**config.mk**
```make
export PLATFORM = sky130hd
export DESIGN_NAME = conv_mac_scheduler
export DESIGN_NICKNAME = d
export VERILOG_FILES = /design/src/rtl/conv_mac_scheduler.sv
export SDC_FILE = /design/constraint.sdc
export NUM_CORES = 1
export LEC_CHECK = 0
export BUFFER_PORTS_ARGS = -buffer_cell sky130_fd_sc_hd__clkbuf_2
export CORE_ASPECT_RATIO = 2
export CORE_MARGIN = 2
export CORE_UTILIZATION = 65
export DETAILED_ROUTE_END_ITERATION = 12
export PLACE_DENSITY = 0.9
export SYNTH_ARGS = -nofsm -noshare
export SYNTH_HDL_FRONTEND = slang
export SYNTH_SLANG_ARGS = --single-unit
export TNS_END_PERCENT = 50
```
**constraint.sdc**
```tcl
create_clock -name clk -period 8.78 [get_ports clk]
set_input_delay 0.439 -clock clk [delete_from_list [all_inputs] [get_ports clk]]
set_output_delay 0.439 -clock clk [all_outputs]
set_load 0.05 [all_outputs]
```
**src/rtl/conv_mac_scheduler.sv**
```systemverilog
// conv_mac_scheduler: issues every (filter, channel) MAC job of one window position
// back-to-back to a shared pipelined MAC, accumulates in-order results and emits ReLU/saturated pixels.
module conv_mac_scheduler #(
  parameter int DATA_WIDTH     = 8,
  parameter int NUM_FILTERS    = 3,
  parameter int IN_CHANNEL     = 3,
  parameter int MAC_WIDTH      = 16,
  parameter int ACC_WIDTH      = 20,
  parameter int RESULT_LATENCY = 5,
  localparam int FI_W = (NUM_FILTERS > 1) ? $clog2(NUM_FILTERS) : 1,
  localparam int CI_W = (IN_CHANNEL > 1) ? $clog2(IN_CHANNEL) : 1
) (
  input  logic                              clk,
  input  logic                              rst_n,
  input  logic                              frame_start,
  input  logic                              win_ready,
  output logic                              win_consume,
  output logic                              mac_issue,
  output logic [FI_W-1:0]                   mac_filter_idx,
  output logic [CI_W-1:0]                   mac_channel_idx,
  input  logic                              result_valid,
  input  logic signed [MAC_WIDTH-1:0]       result_data,
  output logic [NUM_FILTERS*DATA_WIDTH-1:0] conv_out,
  output logic                              conv_valid,
  input  logic                              conv_ready,
  output logic                              sched_err
);

  localparam int NUM_JOBS = NUM_FILTERS * IN_CHANNEL;
  // In-flight jobs never exceed the job count nor the pipeline depth; size for the larger.
  localparam int MAX_OUT = (NUM_JOBS > RESULT_LATENCY) ? NUM_JOBS : RESULT_LATENCY;
  localparam int OUT_W   = $clog2(MAX_OUT + 1);
  localparam logic [FI_W-1:0] F_LAST = FI_W'(NUM_FILTERS - 1);
  localparam logic [CI_W-1:0] C_LAST = CI_W'(IN_CHANNEL - 1);

  typedef enum logic [1:0] {
    IDLE  = 2'd0,
    ISSUE = 2'd1,
    DRAIN = 2'd2,
    FLUSH = 2'd3
  } state_t;

  state_t                            state_r;
  state_t                            next_state_s;
  logic [FI_W-1:0]                   issue_f_r;
  logic [CI_W-1:0]                   issue_c_r;
  logic [FI_W-1:0]                   ret_f_r;
  logic [CI_W-1:0]                   ret_c_r;
  logic [OUT_W-1:0]                  outstanding_r;
  logic [OUT_W-1:0]                  outstanding_next_s;
  logic signed [ACC_WIDTH-1:0]       acc_r [NUM_FILTERS];
  logic                              mac_issue_r;
  logic                              win_consume_r;
  logic                              conv_valid_r;
  logic                              sched_err_r;
  logic [NUM_FILTERS*DATA_WIDTH-1:0] conv_out_r;

  logic                              slot_free_s;
  logic                              start_s;
  logic                              last_issue_s;
  logic                              spurious_s;
  logic                              ret_ok_s;
  logic                              accept_s;
  logic                              final_s;
  logic signed [ACC_WIDTH-1:0]       result_ext_s;
  logic signed [ACC_WIDTH-1:0]       last_sum_s;

  // ReLU followed by unsigned saturation to DATA_WIDTH bits.
  function automatic logic [DATA_WIDTH-1:0] relu_sat(input logic signed [ACC_WIDTH-1:0] v);
    logic [DATA_WIDTH-1:0] r;
    if (v[ACC_WIDTH-1]) begin
      r = {DATA_WIDTH{1'b0}};
    end else if (|v[ACC_WIDTH-2:DATA_WIDTH]) begin
      r = {DATA_WIDTH{1'b1}};
    end else begin
      r = v[DATA_WIDTH-1:0];
    end
    return r;
  endfunction

  assign result_ext_s = {{(ACC_WIDTH-MAC_WIDTH){result_data[MAC_WIDTH-1]}}, result_data};
  assign slot_free_s  = !conv_valid_r || conv_ready;
  assign last_issue_s = mac_issue_r && (issue_f_r == F_LAST) && (issue_c_r == C_LAST);
  // A result with nothing in flight (and no issue this cycle) is ignored and flagged.
  assign spurious_s   = result_valid && (outstanding_r == OUT_W'(0)) && !mac_issue_r;
  assign ret_ok_s     = result_valid && !spurious_s;
  assign accept_s     = ret_ok_s && !frame_start && (state_r != FLUSH);
  assign final_s      = accept_s && (ret_f_r == F_LAST) && (ret_c_r == C_LAST);
  assign last_sum_s   = (ret_c_r == CI_W'(0)) ? result_ext_s
                                              : acc_r[NUM_FILTERS-1] + result_ext_s;
  assign start_s      = (state_r == IDLE) && (next_state_s == ISSUE);

  // Outstanding-job count after this cycle's issue and result.
  always_comb begin
    outstanding_next_s = outstanding_r;
    if (mac_issue_r && !ret_ok_s) begin
      outstanding_next_s = outstanding_r + OUT_W'(1);
    end else if (!mac_issue_r && ret_ok_s) begin
      outstanding_next_s = outstanding_r - OUT_W'(1);
    end else begin
      outstanding_next_s = outstanding_r;
    end
  end

  // Next-state logic; frame_start overrides every state.
  always_comb begin
    next_state_s = state_r;
    if (frame_start) begin
      next_state_s = (outstanding_next_s != OUT_W'(0)) ? FLUSH : IDLE;
    end else begin
      case (state_r)
        IDLE:    next_state_s = (win_ready && slot_free_s) ? ISSUE : IDLE;
        ISSUE:   next_state_s = last_issue_s ? DRAIN : ISSUE;
        DRAIN:   next_state_s = final_s ? IDLE : DRAIN;
        FLUSH:   next_state_s = (outstanding_next_s == OUT_W'(0)) ? IDLE : FLUSH;
        default: next_state_s = IDLE;
      endcase
    end
  end

  // State register and single-bit control/status registers.
  always_ff @(posedge clk or negedge rst_n) begin
    if (!rst_n) begin
      state_r       <= IDLE;
      mac_issue_r   <= 1'b0;
      win_consume_r <= 1'b0;
      sched_err_r   <= 1'b0;
      outstanding_r <= OUT_W'(0);
    end else begin
      state_r       <= next_state_s;
      mac_issue_r   <= (next_state_s == ISSUE);
      win_consume_r <= last_issue_s && !frame_start;
      sched_err_r   <= sched_err_r | spurious_s;
      outstanding_r <= outstanding_next_s;
    end
  end

  // Issue-side job counters: channel inner, filter outer; they hold after the last job.
  always_ff @(posedge clk or negedge rst_n) begin
    if (!rst_n) begin
      issue_f_r <= FI_W'(0);
      issue_c_r <= CI_W'(0);
    end else if (frame_start || start_s) begin
      issue_f_r <= FI_W'(0);
      issue_c_r <= CI_W'(0);
    end else if (mac_issue_r && !last_issue_s) begin
      if (issue_c_r == C_LAST) begin
        issue_c_r <= CI_W'(0);
        issue_f_r <= issue_f_r + FI_W'(1);
      end else begin
        issue_c_r <= issue_c_r + CI_W'(1);
      end
    end
  end

  // Return-side counters follow results, which come back in issue order.
  always_ff @(posedge clk or negedge rst_n) begin
    if (!rst_n) begin
      ret_f_r <= FI_W'(0);
      ret_c_r <= CI_W'(0);
    end else if (frame_start || final_s) begin
      ret_f_r <= FI_W'(0);
      ret_c_r <= CI_W'(0);
    end else if (accept_s) begin
      if (ret_c_r == C_LAST) begin
        ret_c_r <= CI_W'(0);
        ret_f_r <= ret_f_r + FI_W'(1);
      end else begin
        ret_c_r <= ret_c_r + CI_W'(1);
      end
    end
  end

  // Per-filter accumulators: channel 0 loads, later channels add.
  always_ff @(posedge clk or negedge rst_n) begin
    if (!rst_n) begin
      for (int f = 0; f < NUM_FILTERS; f++) acc_r[f] <= '0;
    end else if (frame_start) begin
      for (int f = 0; f < NUM_FILTERS; f++) acc_r[f] <= '0;
    end else if (accept_s) begin
      for (int f = 0; f < NUM_FILTERS; f++) begin
        if (FI_W'(f) == ret_f_r) begin
          acc_r[f] <= (ret_c_r == CI_W'(0)) ? result_ext_s : acc_r[f] + result_ext_s;
        end
      end
    end
  end

  // Output slot: all filters load together on the final result, held until accepted.
  always_ff @(posedge clk or negedge rst_n) begin
    if (!rst_n) begin
      conv_out_r   <= '0;
      conv_valid_r <= 1'b0;
    end else if (frame_start) begin
      conv_valid_r <= 1'b0;
    end else if (final_s) begin
      for (int f = 0; f < NUM_FILTERS; f++) begin
        conv_out_r[f*DATA_WIDTH +: DATA_WIDTH] <=
          relu_sat((f == NUM_FILTERS - 1) ? last_sum_s : acc_r[f]);
      end
      conv_valid_r <= 1'b1;
    end else if (conv_valid_r && conv_ready) begin
      conv_valid_r <= 1'b0;
    end
  end

  assign mac_issue       = mac_issue_r;
  assign mac_filter_idx  = issue_f_r;
  assign mac_channel_idx = issue_c_r;
  assign win_consume     = win_consume_r;
  assign conv_out        = conv_out_r;
  assign conv_valid      = conv_valid_r;
  assign sched_err       = sched_err_r;

endmodule

```
==> impl_metrics.py, run 1 <==
metrics = {
    "placement": {
        "numPortBuffers": 53,
        "gp_congestion": 0.942,
        "dp_hpwl_mm": 13.8,
        "place_ws_ps": 4880,
    },
    "logic_synthesis": {
        "seq_area_frac_synth": 0.340,
        "synth_edf_count": 0,
        "yosysMostFrequentCell": "dfrtp_1",
        "yosysWarnings": 0,
        "synth-main-ff-cell": "dfrtp_1",
        "avgSynthCellArea_um2": 8.61,
        "netlist_area_um2": 7500,
        "synth.top_cells.by_count": "dfrtp_1 (102), nor2_1 (93), nand2_1 (73), a21oi_1 (69), ha_1 (63)",
        "yosysTopAreaCell": "dfrtp_1",
        "synth_area_leaders": "dfrtp_1 (34%), ha_1 (11%), nor2_1 (4.7%), a21oi_1 (4.6%), o21ai_0 (4.1%)",
        "synth_cell_types": 77,
        "ys_ff_latch": 102,
        "syn-instance-count": 871,
        "synth_top_area_share": 0.340,
        "synth_fp_nets": 959,
        "async_reset_ff_frac": 1.00,
    },
    "cts": {
        "clock_latency_ps": 360,
        "post_cts_buffers": 0,
        "cts-buffers-inserted": 9,
        "ctsRootBufferMaster": "clkbuf_16",
        "cts_htree_levels": 3,
        "path_clk_slew_ps": 80,
        "cts.sinks": 102,
        "hold_buffers": 0,
        "cts.path.max_buffers": 2,
        "ctsResizeCount": 0,
        "cts_tree": "done",
    },
    "timing": {
        "setup_viol": 0,
        "holdWs_ps": 77.9,
        "hold_violations": 0,
        "setup_slack_ps": 5140,
        "worstMarginPinSlew_ps": 1010,
        "skew_ps": 8.01,
        "maxSlewViolCount": 0,
        "slew_headroom": 0.327,
        "period_share": 0.414,
        "fin_crit_ps": 3640,
        "fmax_mhz": 275,
        "rsz0062_at_grt": "false",
        "fin_setup_tns_ps": 0,
    },
    "floorplan": {
        "fp.coreArea_um2": 11300,
        "fp.dieW_um": 79.9,
        "rows": 55,
        "start_util": 0.664,
        "die_height_um": 156,
        "die-area_um2": 12500,
        "pin_count": 54,
    },
    "critical_path": {
        "critPathLaunchType": "flip-flop",
        "rr_endpoint": "conv_out[22]",
        "setup.worst_path.class": "flip-flop to flip-flop",
        "cp_cell_sequence": "inv_1, ha_1, and2_1, a21oi_4, nand2_2, nor3b_2, o2111ai_1, a2111oi_2, and4_1, a211oi_2",
        "worst-path-buf-inv": 1,
        "ff2ff_path_depth": 10,
        "slowest_stage": "nor3b_2",
        "critPathMaxFanout": 40,
        "r2r-start": "outstanding_r[1]",
        "worstPathRequired_ps": 8990,
        "crit_family": "simple AND/OR/NAND/NOR gates",
        "reg2reg_slack_ps": 5140,
        "critPathCaptureType": "flip-flop",
        "slowest_delay_ps": 670,
        "cp.arrival_ps": 3850,
    },
    "global_routing": {
        "grt_first_pass_wirelength_mm": 31.3,
        "antenna_found_initial": 0,
        "grt_use_total": 0.316,
        "grt-ovfl-total": 0,
        "grt_max_degree": 58,
        "grt_pass1_vias": 6879,
    },
    "final_layout": {
        "antenna_cells": 0,
        "finalNetCount": 988,
        "syn2layout_area_growth_pct": 8.31,
        "drive_above_1_share": 0.118,
    },
    "job": {
        "cap_violations": 0,
    },
    "route": {
        "drtPass1Iterations": 6,
        "drtAntennaViolNets": 0,
        "viasPerCell": 6.51,
        "vias": 6817,
        "drc_errors": 0,
        "drt_iter0_drc": 443,
        "routedWlPerCell_um": 18.0,
        "wirelength_mm": 18.8,
    },
    "outcome": {
        "status": "complete, no violations",
    },
    "power": {
        "leakage_nw": 3.86,
        "power_density_nw_per_um2": 183,
        "power_mw": 1.49,
        "ir_drop_v": 0.000155,
    },
    "min_path": {
        "min_path_type": "input pin to async pin",
    },
}
[power by group]
| group | internal (mW) | switching (mW) | leakage (nW) |
|---|---|---|---|
| logic | 0.183 | 0.321 | 2.31 |
| clock network | 0.225 | 0.195 | 0.148 |
| registers | 0.511 | 0.0528 | 1.40 |
| total | 0.919 | 0.568 | 3.86 |
[cells in the final DEF, fill, tap and decap left out, drive strengths merged, types with 10 or more instances in the layout]
cell type	instances
o31ai	21
and2	11
o21a	10
nor2	93
clkbuf	61
xor2	13
ha	63
dfrtp	102
xnor2	31
a21oi	74
a31oi	16
nand3	38
o211ai	13
a21o	21
o21ai	72
nor3	20
inv	31
a211oi	28
nand2	74
[registers in the layout, summed over array words and instances, names as in the netlist]
| name | cells |
|---|---|
| sched_err | 1 |
| outstanding_r | 4 |
| mac_issue | 1 |
| conv_valid | 1 |
| mac_channel_idx | 2 |
| conv_out | 24 |
| ret_c_r | 2 |
| ret_f_r | 2 |
| state_r | 2 |
| win_consume | 1 |
| acc_r | 60 |
| mac_filter_idx | 2 |
[through the flow]
stage                util  cell area (um2)  cells
finish              0.720             8120   1047
global route        0.720             8120   1047
CTS                 0.720             8120   1047
detailed placement  0.693             7820   1031
global placement    0.693             7820   1031
floorplan               -             7500    871
[layout make-up]
class,instances,area [um2]
well taps,142,178
clock inverters,7,80.1
multi-input cells,701,4680
flip-flops and latches,102,2550
clock buffers,9,225
repair buffers,58,305
inverters,28,105
fillers,864,3160
[layer usage]
layer | vias up | part of all wire | global-route usage
met5 | - | 0 | 0
met4 | 0 | 0.048 | 0.190
met3 | 72 | 0.053 | 0.0475
met2 | 260 | 0.52 | 0.554
met1 | 3230 | 0.38 | 0.350
li1 | 3255 | - | -
[cell families (layout without fill, tap and decap cells)]
family,after synthesis,in the layout,synth area share
adders and majority gates,66,66,0.113
and+or+nand+nor,292,292,0.183
buffers and inverters,68,102,0.0364
xor gates and xnor gates,44,44,0.0524
DFF,102,102,0.340
muxes,8,8,0.0110
AOI/OAI and AO/OA,291,291,0.264
[how the worst max path moves through the flow]
stage / start / end / slack [ps] / depth (start not counted)
after floorplan: result_data[0] / conv_out[16] / 5810 / 14
after global placement: frame_start / conv_out[16] / 5040 / 10
after detailed placement: frame_start / conv_out[23] / 4880 / 10
after CTS: outstanding_r[1] / conv_out[23] / 5130 / 10
after global routing: outstanding_r[1] / conv_out[22] / 4860 / 10
final: outstanding_r[1] / conv_out[22] / 5140 / 10
Power figures use the tool's default switching activity.
==> run 2, diff against run 1 <==
--- a/config.mk
+++ b/config.mk
@@ -8,9 +8,9 @@
 export BUFFER_PORTS_ARGS = -buffer_cell sky130_fd_sc_hd__clkbuf_2
 export CORE_ASPECT_RATIO = 2
 export CORE_MARGIN = 2
-export CORE_UTILIZATION = 65
+export CORE_UTILIZATION = 56
 export DETAILED_ROUTE_END_ITERATION = 12
-export PLACE_DENSITY = 0.9
+export PLACE_DENSITY = 0.83
 export SYNTH_ARGS = -nofsm -noshare
 export SYNTH_HDL_FRONTEND = slang
 export SYNTH_SLANG_ARGS = --single-unit
==> constraint.sdc (replaced) <==
create_clock -name clk -period 3.1 [get_ports clk]
set_input_delay 0.155 -clock clk [delete_from_list [all_inputs] [get_ports clk]]
set_output_delay 0.155 -clock clk [all_outputs]
set_load 0.05 [all_outputs]
==> run 2 against run 1 <==
Against the previous run: the flow now finishes with violations (DRC, setup timing); combinational power grew to 3.0 times the previous value; core utilization fell by 6.1 points; sequential power grew to 2.8 times the previous value; total power rose to 2.9 times the previous value; via count grew 3.4%; register-to-register slack got worse by 5300 ps.
==> impl_metrics.py, run 2 (synthesized netlist as in run 1, its figures left out) <==
metrics = {
    "outcome": {
        "status": "finished with violations",
        "violations": "DRC, setup timing",
    },
    "power": {
        "p_sw_mw": 1.64,
        "p_int_mw": 2.66,
        "power_density_nw_per_um2": 500,
        "comb_power_share": 0.350,
        "p_seq_frac": 0.370,
        "leakage_nw": 4.10,
        "p_clk_frac": 0.280,
        "power_mw": 4.30,
        "ir_drop_v": 0.000276,
        "swShare": 0.381,
    },
    "route": {
        "vias": 7051,
        "viasPerCell": 6.41,
        "wirelength_mm": 20.2,
        "drtPass1Iterations": 9,
        "routedWlPerCell_um": 18.4,
        "drc_errors": 3,
        "drtAntennaViolNets": 0,
        "drt_iter0_drc": 543,
    },
    "critical_path": {
        "slowest_stage": "a2111oi_2",
        "critPathMaxFanout": 8,
        "crit_family": "compound AO/OA/AOI/OAI gates",
        "critPathLaunchType": "flip-flop",
        "reg2reg_slack_ps": -110,
        "worst-path-buf-inv": 4,
        "setup.worst_path.class": "flip-flop to flip-flop",
        "cp.arrival_ps": 3430,
        "cp_cell_sequence": "ha_2, buf_4, a211o_1, o211ai_2, buf_4, o211ai_1, a21oi_2, buf_4, xor2_1, nor2_1, a2111oi_2, and4_1, buf_12, a211oi_2",
        "slowest_delay_ps": 450,
        "cp_common_cell": "buf_4",
        "worstPathRequired_ps": 3320,
        "critPathCaptureType": "flip-flop",
    },
    "timing": {
        "setup_viol": 8,
        "setup_slack_ps": -115,
        "maxSlewViolCount": 0,
        "period_share": 1.04,
        "fin_crit_ps": 3210,
        "rsz0062_at_grt": "true",
        "fmax_mhz": 311,
        "worstMarginPinSlew_ps": 847,
        "slew_headroom": 0.435,
        "skew_ps": 9.73,
        "hold_violations": 0,
    },
    "final_layout": {
        "finalNetCount": 1031,
        "drive_above_1_share": 0.184,
        "largest_register": "acc_r",
        "largest_register_ffs": 60,
        "layout_commonest_cell": "dfrtp_1",
        "antenna_cells": 0,
        "stdcell_area_um2": 8600,
        "syn2layout_area_growth_pct": 14.7,
        "final_cell_mix": "dfrtp_1 (102), nor2_1 (91), nand2_1 (72), a21oi_1 (66), o21ai_0 (62)",
    },
    "global_routing": {
        "grt_first_pass_wirelength_mm": 33.2,
        "grt_max_degree": 61,
        "grt-ovfl-total": 0,
        "antenna_found_initial": 0,
        "grt_use_total": 0.287,
        "grt_pass1_vias": 6970,
    },
    "floorplan": {
        "pin_count": 54,
        "start_util": 0.574,
        "die-area_um2": 14400,
        "fp.dieW_um": 85.8,
        "die_height_um": 168,
        "fp.coreArea_um2": 13100,
        "rows": 59,
    },
    "placement": {
        "post_dp_cell_area_um2": 8130,
        "gp_congestion": 0.965,
        "dp_hpwl_mm": 14.7,
        "numPortBuffers": 53,
    },
    "cts": {
        "cts.path.max_buffers": 2,
        "clock_latency_ps": 360,
        "cts_htree_levels": 3,
        "cts.sinks": 102,
        "ctsRootBufferMaster": "clkbuf_16",
        "path_clk_slew_ps": 70,
        "cts-buffers-inserted": 9,
        "cts_tree": "done",
    },
    "min_path": {
        "min_path_type": "input pin to flip-flop",
    },
    "job": {
        "cap_violations": 0,
    },
}
-- run 2: cell count changes in the layout (fill, tap and decap cells not counted), moves of 3 or more --
cell / change
a21oi_1: -3
a21oi_2: +3
buf_12: +3
buf_4: +39
fa_1: -3
fa_2: +3
-- run 2: worst reg2reg max path, delay by kind of cell (launching register included) --
family	cells	cell delay (ps)
and+or+nand+nor	2	400
DFF	1	390
buffers and inverters	4	610
adders and majority gates	1	190
xor gates and xnor gates	1	150
AOI/OAI and AO/OA	6	1320
-- run 2: path summary, 6_finish.rpt --
| path | startpoint | to | cells past startpoint |
|---|---|---|---|
| worst max-delay path | acc_r[0] | conv_out[22] | 14 |
| worst min-delay path | conv_ready | conv_valid | 3 |
| worst max register to register | acc_r[0] | conv_out[22] | 14 |
| worst min register to register | sched_err | sched_err | 1 |
| max in group asynchronous | rst_n | acc_r[37] | 3 |
| min in group asynchronous | rst_n | conv_out[17] | 2 |
-- run 2: layout make-up --
cell class                 instances  area (um2)
clock buffer                       9         225
timing repair buffer             101         668
sequential                       102        2550
multi-input combinational        701        4780
inverter                          28         105
clock inverter                     7        80.1
tap                              152         190
fill                            1059        4470
-- run 2: metrics by stage --
step	hold WS [ps]	setup TNS, ps	utilization	setup WS [ps]	instances
floorplan	-141	0	-	209	871
global placement	266	-255	0.622	-34.9	1076
detailed placement	277	-1020	0.622	-122	1076
CTS	113	-355	0.650	-52.2	1097
global route	125	-1400	0.658	-158	1100
finish	111	-877	0.658	-115	1100
-- run 2: power by group through the flow --
stage	clock network (mW)	logic, mW	registers [mW]
after global placement	0	1.41	1.60
after global routing	1.26	1.67	1.61
final	1.20	1.50	1.59
after detailed placement	0	1.45	1.61
after CTS	1.21	1.47	1.59
after floorplan	0	1.04	1.61
-- run 2: repair_timing --
item                                   in CTS  in global routing
cloned                                      0                  0
hold buffers                                1                  0
gates resized for setup                     7                 19
setup endpoints to repair                  12                 18
pin swaps                                   6                 10
buffers inserted                            4                  3
endpoints found under the hold margin      59                  0
-- run 2: metal layers --
metal	routed length, um	track usage	up-vias
met5	0	0	-
met4	922	0.142	0
met3	1000	0.0439	69
met2	10700	0.517	271
met1	7560	0.321	3369
li1	-	-	3342
